## config.mk

```make
export PLATFORM = sky130hd
export DESIGN_NAME = snake_pixel_renderer
export DESIGN_NICKNAME = d
export VERILOG_FILES = /design/src/rtl/snake_pixel_renderer.sv
export SDC_FILE = /design/constraint.sdc
export NUM_CORES = 1
export LEC_CHECK = 0
export ABC_AREA = 1
export BUFFER_PORTS_ARGS = -buffer_cell sky130_fd_sc_hd__buf_2
export CORE_ASPECT_RATIO = 0.9
export CORE_MARGIN = 10
export CORE_UTILIZATION = 58
export DETAILED_ROUTE_END_ITERATION = 10
export PLACE_DENSITY = 0.77
export SYNTH_ARGS = -nofsm -noshare
export SYNTH_HDL_FRONTEND = slang
export SYNTH_SLANG_ARGS = --single-unit
```

## constraint.sdc

```tcl
create_clock -name clock_25 -period 3.4 [get_ports clock_25]
set_input_delay 0.68 -clock clock_25 [delete_from_list [all_inputs] [get_ports clock_25]]
set_output_delay 0.68 -clock clock_25 [all_outputs]
set_load 0.01 [all_outputs]
```

## src/rtl/snake_pixel_renderer.sv

```systemverilog
// Snake game pixel renderer: captures the streamed snake body into a shadow
// buffer, commits it to the display buffer only at frame start, and produces
// a 12-bit colour per pixel through a two-stage pipeline.
module snake_pixel_renderer #(
  parameter int          GAME_X0    = 10,
  parameter int          GAME_Y0    = 65,
  parameter int          CELL_PIX   = 5,
  parameter int          H_CELLS    = 124,
  parameter int          V_CELLS    = 81,
  parameter int          LEN_MAX    = 16,
  parameter int          LEN_BIT    = 5,
  parameter logic [11:0] COL_BG     = 12'h000,
  parameter logic [11:0] COL_BORDER = 12'h888,
  parameter logic [11:0] COL_HEAD   = 12'h0F0,
  parameter logic [11:0] COL_BODY   = 12'h0A0,
  parameter logic [11:0] COL_FRUIT  = 12'hF00,
  parameter logic [11:0] COL_DEAD   = 12'hF80
) (
  input  logic               clock_25,
  input  logic               reset,
  input  logic [9:0]         pixel_x,
  input  logic [9:0]         pixel_y,
  input  logic               display_area,
  input  logic               frame_start,
  input  logic               en_snake_body,
  input  logic [6:0]         snake_body_x,
  input  logic [6:0]         snake_body_y,
  input  logic [6:0]         snake_head_x,
  input  logic [6:0]         snake_head_y,
  input  logic [6:0]         fruit_x,
  input  logic [6:0]         fruit_y,
  input  logic [LEN_BIT-1:0] snake_length,
  input  logic               game_over,
  output logic [11:0]        pixel_rgb
);

  localparam int AW    = (LEN_MAX > 1) ? $clog2(LEN_MAX) : 1;
  localparam int IW    = $clog2(LEN_MAX + 1);
  localparam int SW    = $clog2(CELL_PIX);
  localparam int X_END = GAME_X0 + H_CELLS * CELL_PIX - 1;
  localparam int Y_END = GAME_Y0 + V_CELLS * CELL_PIX - 1;
  localparam logic [6:0]         NONE      = 7'h7F;
  localparam logic [LEN_BIT-1:0] LEN_CLAMP = LEN_BIT'(LEN_MAX);

  logic                         en_d, commit_pending;
  logic [IW-1:0]                cap_idx, burst_cnt;
  logic [AW-1:0]                widx;
  logic                         can_write, burst_end, burst_ok, commit;
  logic [LEN_MAX-1:0][6:0]      shadow_x, shadow_y, shadow_nx_x, shadow_nx_y;
  logic [LEN_MAX-1:0][6:0]      pend_x, pend_y, buf_x, buf_y;
  logic [LEN_BIT-1:0]           disp_len;
  logic [6:0]                   head_xd, head_yd, fruit_xd, fruit_yd;
  logic                         over_d;
  logic [6:0]                   cell_x, cell_y;
  logic [SW-1:0]                sub_x, sub_y;
  logic                         in_game_q, display_q;
  logic                         x_in, y_in;
  logic [LEN_MAX-1:0]           body_vec;
  logic                         head_hit, fruit_hit, body_hit;

  assign widx      = cap_idx[AW-1:0];
  assign can_write = en_d && (cap_idx < IW'(LEN_MAX));
  // The burst-end clock still carries the final segment, so the length test
  // uses the count including that write.
  assign burst_cnt = cap_idx + IW'(can_write);
  assign burst_end = en_d && !en_snake_body;
  assign burst_ok  = burst_end && (int'(burst_cnt) >= int'(snake_length));
  assign commit    = frame_start && commit_pending;

  // Shadow contents after this clock's write (also the snapshot source).
  always_comb begin
    shadow_nx_x = shadow_x;
    shadow_nx_y = shadow_y;
    if (can_write) begin
      shadow_nx_x[widx] = snake_body_x;
      shadow_nx_y[widx] = snake_body_y;
    end
  end

  // Body capture, burst qualification and frame-aligned commit. A good burst
  // is snapshotted into pend_* so a commit landing on the same clock as a
  // new burst end still uses the earlier burst.
  always_ff @(posedge clock_25 or negedge reset) begin
    if (!reset) begin
      en_d           <= 1'b0;
      cap_idx        <= '0;
      commit_pending <= 1'b0;
      shadow_x       <= {LEN_MAX{NONE}};
      shadow_y       <= {LEN_MAX{NONE}};
      pend_x         <= {LEN_MAX{NONE}};
      pend_y         <= {LEN_MAX{NONE}};
      buf_x          <= {LEN_MAX{NONE}};
      buf_y          <= {LEN_MAX{NONE}};
      disp_len       <= '0;
    end else begin
      en_d     <= en_snake_body;
      shadow_x <= shadow_nx_x;
      shadow_y <= shadow_nx_y;
      if (!en_d)          cap_idx <= '0;
      else if (can_write) cap_idx <= cap_idx + 1'b1;
      if (burst_ok) begin
        pend_x         <= shadow_nx_x;
        pend_y         <= shadow_nx_y;
        commit_pending <= 1'b1;
      end else if (commit) begin
        commit_pending <= 1'b0;
      end
      if (commit) begin
        buf_x    <= pend_x;
        buf_y    <= pend_y;
        disp_len <= (snake_length > LEN_CLAMP) ? LEN_CLAMP : snake_length;
      end
    end
  end

  // Head, fruit and game-over are frozen for the whole frame.
  always_ff @(posedge clock_25 or negedge reset) begin
    if (!reset) begin
      head_xd  <= NONE;
      head_yd  <= NONE;
      fruit_xd <= NONE;
      fruit_yd <= NONE;
      over_d   <= 1'b0;
    end else if (frame_start) begin
      head_xd  <= snake_head_x;
      head_yd  <= snake_head_y;
      fruit_xd <= fruit_x;
      fruit_yd <= fruit_y;
      over_d   <= game_over;
    end
  end

  assign x_in = (pixel_x >= 10'(GAME_X0)) && (pixel_x <= 10'(X_END));
  assign y_in = (pixel_y >= 10'(GAME_Y0)) && (pixel_y <= 10'(Y_END));

  // Stage 1: incremental cell counters (no divider) plus area flags.
  always_ff @(posedge clock_25 or negedge reset) begin
    if (!reset) begin
      cell_x    <= '0;
      sub_x     <= '0;
      cell_y    <= '0;
      sub_y     <= '0;
      in_game_q <= 1'b0;
      display_q <= 1'b0;
    end else begin
      if (pixel_x == 10'(GAME_X0)) begin
        cell_x <= '0;
        sub_x  <= '0;
      end else if (sub_x == SW'(CELL_PIX - 1)) begin
        sub_x  <= '0;
        cell_x <= cell_x + 1'b1;
      end else begin
        sub_x  <= sub_x + 1'b1;
      end
      if (pixel_x == 10'd0) begin
        if (pixel_y == 10'(GAME_Y0)) begin
          cell_y <= '0;
          sub_y  <= '0;
        end else if (y_in) begin
          if (sub_y == SW'(CELL_PIX - 1)) begin
            sub_y  <= '0;
            cell_y <= cell_y + 1'b1;
          end else begin
            sub_y  <= sub_y + 1'b1;
          end
        end
      end
      in_game_q <= x_in && y_in;
      display_q <= display_area;
    end
  end

  // Entries at or beyond disp_len are masked so stale shadow data never draws.
  for (genvar i = 0; i < LEN_MAX; i++) begin : g_hit
    assign body_vec[i] = (i < int'(disp_len)) &&
                         (buf_x[i] == cell_x) && (buf_y[i] == cell_y);
  end

  assign body_hit  = |body_vec;
  assign head_hit  = (head_xd == cell_x) && (head_yd == cell_y);
  assign fruit_hit = (fruit_xd == cell_x) && (fruit_yd == cell_y);

  // Stage 2: colour by priority.
  always_ff @(posedge clock_25 or negedge reset) begin
    if (!reset)          pixel_rgb <= 12'h000;
    else if (!display_q) pixel_rgb <= 12'h000;
    else if (!in_game_q) pixel_rgb <= COL_BORDER;
    else if (head_hit)   pixel_rgb <= over_d ? COL_DEAD : COL_HEAD;
    else if (body_hit)   pixel_rgb <= COL_BODY;
    else if (fruit_hit)  pixel_rgb <= COL_FRUIT;
    else                 pixel_rgb <= COL_BG;
  end

endmodule

```

==> flow_metrics.py, run 1 <==
metrics = {
    "status": {
        "status": "completed",
    },
    "timing": {
        "setup_viol": 0,
        "hold_viol_final": 0,
        "drv_slew": 0,
        "setup_slack_ns": 0.322,
        "fmax_mhz": 325,
        "setup_tns_ns": 0,
        "skew_ns": 0.0242,
        "rsz0062_at_grt": "false",
        "whs_ns": 0.140,
        "fin_crit_sh_pct": 90.5,
        "worst_pin_slew_ns": 1.01,
        "timing.slew.headroom_pct": 32.6,
        "post-route-min-period_ns": 3.08,
    },
    "yosys": {
        "avgSynthCellArea_um2": 9.17,
        "synth_top_family_by_area": "simple AND/OR/NAND/NOR gates",
        "synth_edf_count": 0,
        "ys.flop_type": "dfstp_2",
        "synth_xor_area_share_pct": 3.79,
        "synth_simple_gate_area_share_pct": 16.2,
        "synth_warnings": 0,
        "async_flop_share_pct": 100,
        "syn_area_um2": 33100,
        "synth_fa_ha_area_share_pct": 0.643,
        "yosysUniqueCellTypes": 50,
        "ys_ff_latch": 741,
        "syn-instance-count": 3607,
        "synth_mux_area_share_pct": 0.375,
        "seq_area_frac_synth_pct": 58.7,
        "synth_compound_area_share_pct": 12.4,
    },
    "worst_setup_path": {
        "end_kind": "flip-flop",
        "r2r_cells": 15,
        "critPathMaxStageDelay_ns": 0.46,
        "cp_num_buf_inv": 3,
        "arrival_ns": 3.59,
        "crit_family": "adder cells",
        "cpMaxStageDelayCell": "dfrtp_1",
        "cp-start-kind": "flip-flop",
        "worst_path_most_repeated_cell": "ha_1",
        "cp_cell_sequence": "inv_2, nor2_8, ha_1, ha_1, xor2_1, ha_1, inv_1, o21bai_1, a21oi_1, nor2_1, o21ai_2, nor2_4, buf_12, nand2_1, o21ai_0",
        "worstPathRequired_ns": 3.91,
        "critPathKind": "flip-flop to flip-flop",
        "critPathMaxFanout": 152,
        "cp_num_cells": 15,
    },
    "cts": {
        "holdBufCountCts": 0,
        "postCtsSetupBuffers": 0,
        "clk_latency_ns": 0.61,
        "clk_path_buf_depth": 3,
        "cts_resized": 0,
        "clk_pin_slew_worst_paths_ns": 0.06,
        "cts_tree": "done",
        "cts_max_level": 3,
        "cts_buffers": 74,
        "cts.sink_count": 741,
        "root_buffer": "clkbuf_16",
    },
    "detailed_routing": {
        "wirelength_um": 84100,
        "vias": 24200,
        "routed_wire_length_per_instance_um": 18.9,
        "vias_per_cell": 5.44,
        "drc_errors": 0,
        "drt_iter0_markers": 2329,
        "final_antenna_net_count": 0,
        "dr.pass1.iters": 6,
    },
    "global_routing": {
        "grt_max_degree": 153,
        "antenna_found_initial": 0,
        "grt_pass1_wl_um": 131000,
        "globalRouteTotalUtil_pct": 25.0,
        "global_route.overflow_total": 0,
        "grt_pass1_vias": 23600,
    },
    "place": {
        "io_buffers": 81,
        "dpl.cell_count": 4318,
        "pre_cts_ws_ns": 0.433,
        "gp_congestion": 0.872,
        "dp.final_hpwl_um": 53800,
    },
    "power_and_ir_drop": {
        "leakage_uw": 0.0166,
        "power_density_nw_per_um2": 917,
        "power_uw": 33400,
        "ir_worst_vdd_mv": 0.708,
    },
    "floorplanning": {
        "core_area_um2": 56000,
        "start_util_pct": 59.0,
        "dieHeight_um": 247,
        "pin_count": 85,
        "die_width_um": 272,
        "rows": 82,
        "die_area_um2": 67000,
    },
    "layout": {
        "fin_cells": 4446,
        "syn_to_final_growth_pct": 10.1,
        "num_antenna_cells": 0,
        "fin_nets": 3728,
        "fill_cells": 4459,
        "drive_gt1_share_pct": 28.9,
        "multiInputGateArea_um2": 11000,
        "ff_latch_area_um2": 19400,
    },
    "min_path": {
        "min_path_type": "input pin to async pin",
    },
    "run": {
        "drv_cap": 0,
    },
}
-- cells by family (layout without fill, tap and decap cells) --
logic type,Yosys count,after routing
flops,741,741
mux,11,11
simple gates,1328,1328
buf+inv,594,675
xor+xnor,143,143
fa+ha+maj,17,17
compound gates,772,772
other cells,1,3
-- final timing paths --
path                              start      endpoint  slack, ns
max                                en_d    pend_y[28]       0.32
min                               reset     cell_x[0]       0.14
max reg2reg                        en_d    pend_y[28]       0.32
min reg2reg                   in_game_q  pixel_rgb[3]       0.44
max in group asynchronous         reset    pend_y[28]       2.34
min in group clock_25      display_area     display_q       0.18
-- placed cells by master, fill, tap and decap left out, types with 10 or more instances in the layout --
| master | count |
|---|---|
| nand4_1 | 15 |
| nor2_1 | 319 |
| nor3_1 | 12 |
| mux2_2 | 11 |
| clkbuf_1 | 16 |
| xor2_1 | 72 |
| dfstp_2 | 700 |
| nand2_1 | 903 |
| clkinv_2 | 15 |
| buf_4 | 52 |
| ha_1 | 17 |
| buf_12 | 19 |
| o22ai_1 | 11 |
| nand3_1 | 35 |
| inv_2 | 10 |
| a21oi_2 | 50 |
| clkbuf_16 | 76 |
| a21oi_1 | 140 |
| buf_2 | 80 |
| o21ai_0 | 552 |
| clkbuf_8 | 19 |
| dfrtp_1 | 41 |
| xnor2_1 | 71 |
| inv_1 | 384 |
-- cells in the mapped netlist (42+ instances only) --
cell type  number  area share, %
inv_1         384            4.4
xor2_1         72            1.9
buf_2          49           0.74
nand2_1       904             10
a21oi_1       140            2.1
xnor2_1        71            1.9
clkbuf_1       82           0.93
buf_4          42           0.95
o21ai_0       552            8.4
a21oi_2        50            1.3
dfstp_2       700             56
nor2_1        319            3.6
-- worst register-to-register path: stages, from the launching register on --
cell	delay, ns
dfrtp_1	0.46
inv_2	0.09
nor2_8	0.21
ha_1	0.21
ha_1	0.18
xor2_1	0.08
ha_1	0.29
inv_1	0.03
o21bai_1	0.14
a21oi_1	0.09
nor2_1	0.14
o21ai_2	0.10
nor2_4	0.20
buf_12	0.41
nand2_1	0.25
o21ai_0	0.12
-- layer usage --
layer  GRT usage (%)  part of all wire, %  up-vias
met3            5.80                  8.1      175
met1            33.9                   43    11800
met4            9.45                  3.5        0
li1                -                    -    11400
met5               0                    0        -
met2            38.8                   45      813
-- stage by stage --
stage	util (%)	area (um2)
finish	65.0	36400
global placement	60.8	34100
global route	65.0	36400
floorplan	-	33100
CTS	65.0	36400
detailed placement	60.8	34100
-- cell type report --
cell class              count  share of cell area, %
inverters                 395                   4.07
flip-flops and latches    741                   53.3
clock inverters            17                  0.275
well taps                 756                   2.60
clock buffers             111                   6.11
repair buffers            152                   3.26
multi-input cells        2274                   30.3
-- sequential cells by signal, indices dropped and copies added (netlist names), 7 cells and up --
register  count
cell_y        7
buf_x       112
head_yd       7
shadow_y    112
pend_y      112
fruit_xd      7
pend_x      112
head_xd       7
fruit_yd      7
shadow_x    112
buf_y       112
cell_x        7
-- report_power, final --
group | internal [uW] | switching (uW)
combinational | 3190 | 5920
clock | 4510 | 3350
sequential | 14700 | 1710
total | 22400 | 11000
No activity file was read; power rests on OpenSTA's default activity.
==> run 2, diff against run 1 <==
--- a/config.mk
+++ b/config.mk
@@ -5,13 +5,12 @@
 export SDC_FILE = /design/constraint.sdc
 export NUM_CORES = 1
 export LEC_CHECK = 0
-export ABC_AREA = 1
 export BUFFER_PORTS_ARGS = -buffer_cell sky130_fd_sc_hd__buf_2
 export CORE_ASPECT_RATIO = 0.9
 export CORE_MARGIN = 10
-export CORE_UTILIZATION = 58
+export CORE_UTILIZATION = 30
 export DETAILED_ROUTE_END_ITERATION = 10
-export PLACE_DENSITY = 0.77
+export PLACE_DENSITY = 0.46
 export SYNTH_ARGS = -nofsm -noshare
 export SYNTH_HDL_FRONTEND = slang
 export SYNTH_SLANG_ARGS = --single-unit
==> flow_metrics.py, run 2 <==
metrics = {
    "status": {
        "status": "completed",
    },
    "cts": {
        "holdBufCountCts": 0,
        "cts_max_level": 3,
        "cts_buffers": 83,
        "cts_resized": 0,
        "cts.sink_count": 741,
        "clk_latency_ns": 0.64,
        "clk_path_buf_depth": 3,
        "clk_pin_slew_worst_paths_ns": 0.06,
        "root_buffer": "clkbuf_16",
        "postCtsSetupBuffers": 0,
        "cts_tree": "done",
    },
    "worst_setup_path": {
        "cp_num_buf_inv": 3,
        "cp-start-kind": "flip-flop",
        "r2r-start": "en_d",
        "critPathMaxFanout": 36,
        "cpMaxStageDelayCell": "dfrtp_1",
        "rrSetupSlack_ns": 0.32,
        "cp_cell_sequence": "nand2b_4, inv_1, ha_1, ha_1, ha_1, a21o_1, a21o_1, a21o_1, a21oi_1, nor3b_2, buf_12, buf_12, mux2_2",
        "r2r_cells": 13,
        "critPathKind": "flip-flop to flip-flop",
        "worstPathRequired_ns": 3.95,
        "critPathMaxStageDelay_ns": 0.41,
        "crit_family": "adder cells",
        "crit_start": "en_d",
        "arrival_ns": 3.63,
        "timing.rr.end": "pend_y[31]",
        "end_kind": "flip-flop",
    },
    "layout": {
        "layout_common_cells": "dfstp_2 (700), mux2_2 (688), xor2_1 (232)",
        "fin_nets": 2334,
        "drive_gt1_share_pct": 73.4,
        "syn_to_final_growth_pct": 16.0,
        "fill_cells": 10100,
        "layout_commonest_cell": "dfstp_2",
    },
    "power_and_ir_drop": {
        "leakage_uw": 0.0157,
        "power_uw": 28200,
        "ir_worst_vdd_mv": 0.397,
        "power_density_nw_per_um2": 757,
    },
    "global_routing": {
        "antenna_found_initial": 10,
        "global_route.overflow_total": 0,
        "grt_pass1_wl_um": 128000,
        "grt_max_degree": 95,
        "grt_pass1_vias": 18800,
        "globalRouteTotalUtil_pct": 14.4,
    },
    "floorplanning": {
        "pin_count": 85,
        "dieHeight_um": 330,
        "core_area_um2": 106000,
        "rows": 113,
        "start_util_pct": 30.3,
        "die_width_um": 365,
        "die_area_um2": 121000,
    },
    "timing": {
        "fmax_mhz": 325,
        "setup_tns_ns": 0,
        "timing.slew.headroom_pct": 37.2,
        "setup_viol": 0,
        "skew_ns": 0.0242,
        "hold_viol_final": 0,
        "drv_slew": 0,
        "fin_crit_sh_pct": 90.6,
        "post-route-min-period_ns": 3.08,
        "worst_pin_slew_ns": 0.939,
        "rsz0062_at_grt": "false",
    },
    "yosys": {
        "synth_edf_count": 0,
        "synth_area_leader_cell": "dfstp_2",
        "synth_commonest_cells": "dfstp_2 (700), mux2_2 (688), xor2_1 (232), clkbuf_1 (53), nor4_1 (50)",
        "synth_warnings": 0,
        "ys_ff_latch": 741,
        "async_flop_share_pct": 100,
        "ys.flop_type": "dfstp_2",
        "yosysUniqueCellTypes": 51,
        "syn-instance-count": 2124,
        "seq_area_frac_synth_pct": 60.4,
        "synth_top_area_share_pct": 57.2,
        "avgSynthCellArea_um2": 15.1,
        "synthTopCellsByArea": "dfstp_2 (57%), mux2_2 (24%), xor2_1 (6.3%), dfrtp_1 (3.2%), xnor2_1 (1.0%)",
        "syn_area_um2": 32100,
        "synth.most_common_cell": "dfstp_2",
    },
    "detailed_routing": {
        "drt_iter0_markers": 886,
        "vias": 17300,
        "dr.pass1.iters": 6,
        "vias_per_cell": 4.69,
        "final_antenna_net_count": 0,
        "routed_wire_length_per_instance_um": 23.4,
        "drc_errors": 0,
        "wirelength_um": 86500,
    },
    "place": {
        "dp.final_hpwl_um": 52900,
        "io_buffers": 81,
        "gp_congestion": 0.762,
    },
    "min_path": {
        "min_path_type": "input pin to async pin",
    },
    "run": {
        "drv_cap": 0,
    },
}
-- run 2: area by class of cell --
| type | instances | area, um2 | share of cell area (%) |
|---|---|---|---|
| diodes | 5 | 12.5 | 0.0336 |
| clock buffers | 125 | 2430 | 6.51 |
| clock inverters | 23 | 245 | 0.658 |
| inverters | 17 | 63.8 | 0.171 |
| multi-input cells | 1238 | 11900 | 32.0 |
| flip-flops and latches | 741 | 19400 | 52.1 |
| well taps | 1380 | 1730 | 4.63 |
| repair buffers | 163 | 1430 | 3.84 |
-- run 2: power by group --
part | switching [uW] | leakage (uW) | total (uW) | internal [uW]
registers | 1330 | 0.00781 | 14000 | 12700
logic | 2580 | 0.00656 | 5400 | 2820
clock network | 3610 | 0.00132 | 8830 | 5220
total | 7510 | 0.0157 | 28200 | 20700
-- run 2: worst max-delay path by stage --
stage                        endpoint  depth (start not counted)  slack (ns)
final                      pend_y[31]                         13        0.32
after detailed placement  pend_x[100]                         13        0.32
after floorplan            pend_x[39]                         15        0.51
after global routing       pend_y[33]                         13        0.15
after CTS                  pend_y[52]                         13        0.31
after global placement     pend_y[45]                         13        0.30
-- run 2: per-layer routing --
metal | GRT usage (%) | wire length [um]
met3 | 2.22 | 3270
met4 | 4.22 | 2270
met5 | 0 | 0
met1 | 19.3 | 39500
met2 | 23.8 | 41400
-- run 2: kinds of logic after synthesis --
family / count (synthesis) / share of synthesized area [%]
AOI/OAI and AO/OA: 51 / 1.11
muxes: 702 / 24.6
buffers and inverters: 147 / 2.49
and+or+nand+nor: 196 / 3.38
DFF: 741 / 60.4
other: 1 / 0.0117
adders and majority gates: 17 / 0.662
xor gates and xnor gates: 269 / 7.33
-- run 2: worst register-to-register path, delay by kind of cell (launching register included) --
family	cells	cell delay, ns
adders and majority gates	3	0.74
buffers and inverters	3	0.66
and+or+nand+nor	2	0.45
DFF	1	0.41
AOI/OAI and AO/OA	4	0.39
muxes	1	0.36
-- run 2: metrics by stage --
stage          hold WS, ns  instances  util, %  area, um2  setup slack, ns
6_report            0.0692       3692     35.2      37300            0.321
4_1_cts             0.0371       3687     35.2      37300            0.311
5_1_grt             0.0818       3687     35.2      37300            0.148
3_5_place_dp         0.435       3539     32.7      34600            0.323
3_3_place_gp         0.427       3539     32.7      34600            0.299
2_1_floorplan        0.384       2126        -      32100            0.513
==> run 3, diff against run 2 <==
==> constraint.sdc (replaced) <==
create_clock -name clock_25 -period 3.9 [get_ports clock_25]
set_input_delay 0.78 -clock clock_25 [delete_from_list [all_inputs] [get_ports clock_25]]
set_output_delay 0.78 -clock clock_25 [all_outputs]
set_load 0.01 [all_outputs]
==> flow_metrics.py, run 3 (same netlist as run 2, synthesis figures left out) <==
metrics = {
    "layout": {
        "fin_nets": 2327,
        "layout_common_cells": "dfstp_2 (700), mux2_2 (688), xor2_1 (232)",
        "drive_gt1_share_pct": 73.3,
        "final_cell_area_um2": 37000,
        "syn_to_final_growth_pct": 15.0,
        "layout_commonest_cell": "dfstp_2",
    },
    "detailed_routing": {
        "wirelength_um": 85900,
        "routed_wire_length_per_instance_um": 23.3,
        "drc_errors": 0,
        "final_antenna_net_count": 0,
        "dr.pass1.iters": 5,
        "drt_iter0_markers": 850,
        "vias_per_cell": 4.70,
        "vias": 17300,
    },
    "floorplanning": {
        "rows": 113,
        "start_util_pct": 30.3,
        "die_area_um2": 121000,
        "pin_count": 85,
        "dieHeight_um": 330,
        "die_width_um": 365,
        "core_area_um2": 106000,
    },
    "worst_setup_path": {
        "arrival_ns": 3.95,
        "cp-start-kind": "flip-flop",
        "r2r_cells": 13,
        "cp_num_cells": 13,
        "cp_num_buf_inv": 3,
        "critPathMaxStageDelay_ns": 0.47,
        "worstPathRequired_ns": 4.45,
        "crit_start": "cap_idx[4]",
        "r2r-start": "cap_idx[4]",
        "end_kind": "flip-flop",
        "cp_cell_sequence": "nand2b_4, inv_1, ha_1, ha_1, xor2_1, ha_1, a21o_1, a21o_1, a21oi_1, nor3b_2, buf_12, buf_12, mux2_2",
        "worst_path_most_repeated_cell": "ha_1",
        "critPathKind": "flip-flop to flip-flop",
        "cpMaxStageDelayCell": "dfrtp_1",
        "crit_family": "adder cells",
        "critPathMaxFanout": 46,
    },
    "place": {
        "dpl_cell_area_um2": 34400,
        "gp_congestion": 0.758,
        "io_buffers": 81,
        "dp.final_hpwl_um": 52900,
    },
    "power_and_ir_drop": {
        "clkPwrFrac_pct": 30.6,
        "p_int_uw": 17700,
        "ir_worst_vdd_mv": 0.298,
        "power_density_nw_per_um2": 654,
        "switchingPower_uw": 6470,
        "leakage_uw": 0.0156,
        "seq_power_share_pct": 50.5,
        "p_comb_share_pct": 18.8,
        "sw_frac_of_total_pct": 26.7,
    },
    "cts": {
        "clk_latency_ns": 0.63,
        "clk_path_buf_depth": 3,
        "clk_pin_slew_worst_paths_ns": 0.06,
        "root_buffer": "clkbuf_16",
        "cts_max_level": 3,
        "cts_resized": 0,
        "holdBufCountCts": 0,
        "cts.sink_count": 741,
        "postCtsSetupBuffers": 0,
        "cts_tree": "done",
        "cts_buffers": 80,
    },
    "status": {
        "status": "completed",
    },
    "timing": {
        "drv_slew": 0,
        "hold_viol_final": 0,
        "setup_tns_ns": 0,
        "fmax_mhz": 294,
        "timing.slew.headroom_pct": 28.1,
        "post-route-min-period_ns": 3.40,
        "setup_viol": 0,
        "worst_pin_slew_ns": 1.08,
        "skew_ns": 0.0182,
        "fin_crit_sh_pct": 87.2,
        "rsz0062_at_grt": "false",
    },
    "global_routing": {
        "globalRouteTotalUtil_pct": 14.2,
        "antenna_found_initial": 10,
        "global_route.overflow_total": 0,
        "grt_max_degree": 93,
        "grt_pass1_vias": 18500,
        "grt_pass1_wl_um": 126000,
    },
    "run": {
        "drv_cap": 0,
    },
    "min_path": {
        "min_path_type": "input pin to async pin",
    },
}
## run 3: layout make-up
cell class                 instances  area [um2]
timing repair buffer             159        1250
antenna                            9        22.5
multi-input combinational       1238       11900
sequential                       741       19400
tap                             1380        1730
inverter                          17        63.8
clock inverter                    19         195
clock buffer                     122        2340
fill                           10100       68900
## run 3: routing by layer
| layer | vias up | share of wire, % | track usage (%) |
|---|---|---|---|
| li1 | 7651 | - | - |
| met1 | 9222 | 47 | 19.6 |
| met2 | 312 | 46 | 22.7 |
| met3 | 119 | 4.9 | 2.53 |
| met4 | 0 | 2.4 | 4.06 |
| met5 | - | 0 | 0 |
## run 3: per-stage QoR
| stage | std cells | total power (uW) | setup slack, ns | hold slack, ns | utilization, % |
|---|---|---|---|---|---|
| 3_5_place_dp | 3535 | 17000 | 0.507 | 0.431 | 32.5 |
| 5_1_grt | 3676 | 25500 | 0.306 | 0.234 | 34.9 |
| 2_1_floorplan | 2126 | 15200 | 1.01 | 0.411 | - |
| 4_1_cts | 3676 | 24600 | 0.475 | 0.209 | 34.9 |
| 6_report | 3685 | 24200 | 0.499 | 0.202 | 34.9 |
| 3_3_place_gp | 3535 | 16800 | 0.485 | 0.426 | 32.5 |
## run 3: worst paths after layout
path,endpoint,slack [ns]
worst max-delay path,pend_y[70],0.50
worst min-delay path,in_game_q,0.20
worst max register to register,pend_y[70],0.50
worst min register to register,pixel_rgb[6],0.45
max in group asynchronous,buf_x[37],2.67
min in group clock_25,display_q,0.27
## run 3: power by group through the flow
stage	Clock, uW	Sequential (uW)	Combinational, uW
after floorplan	0	11800	3400
after global placement	0	12300	4510
after detailed placement	0	12400	4610
after CTS	7690	12300	4640
after global routing	8000	12500	5000
final	7410	12200	4550
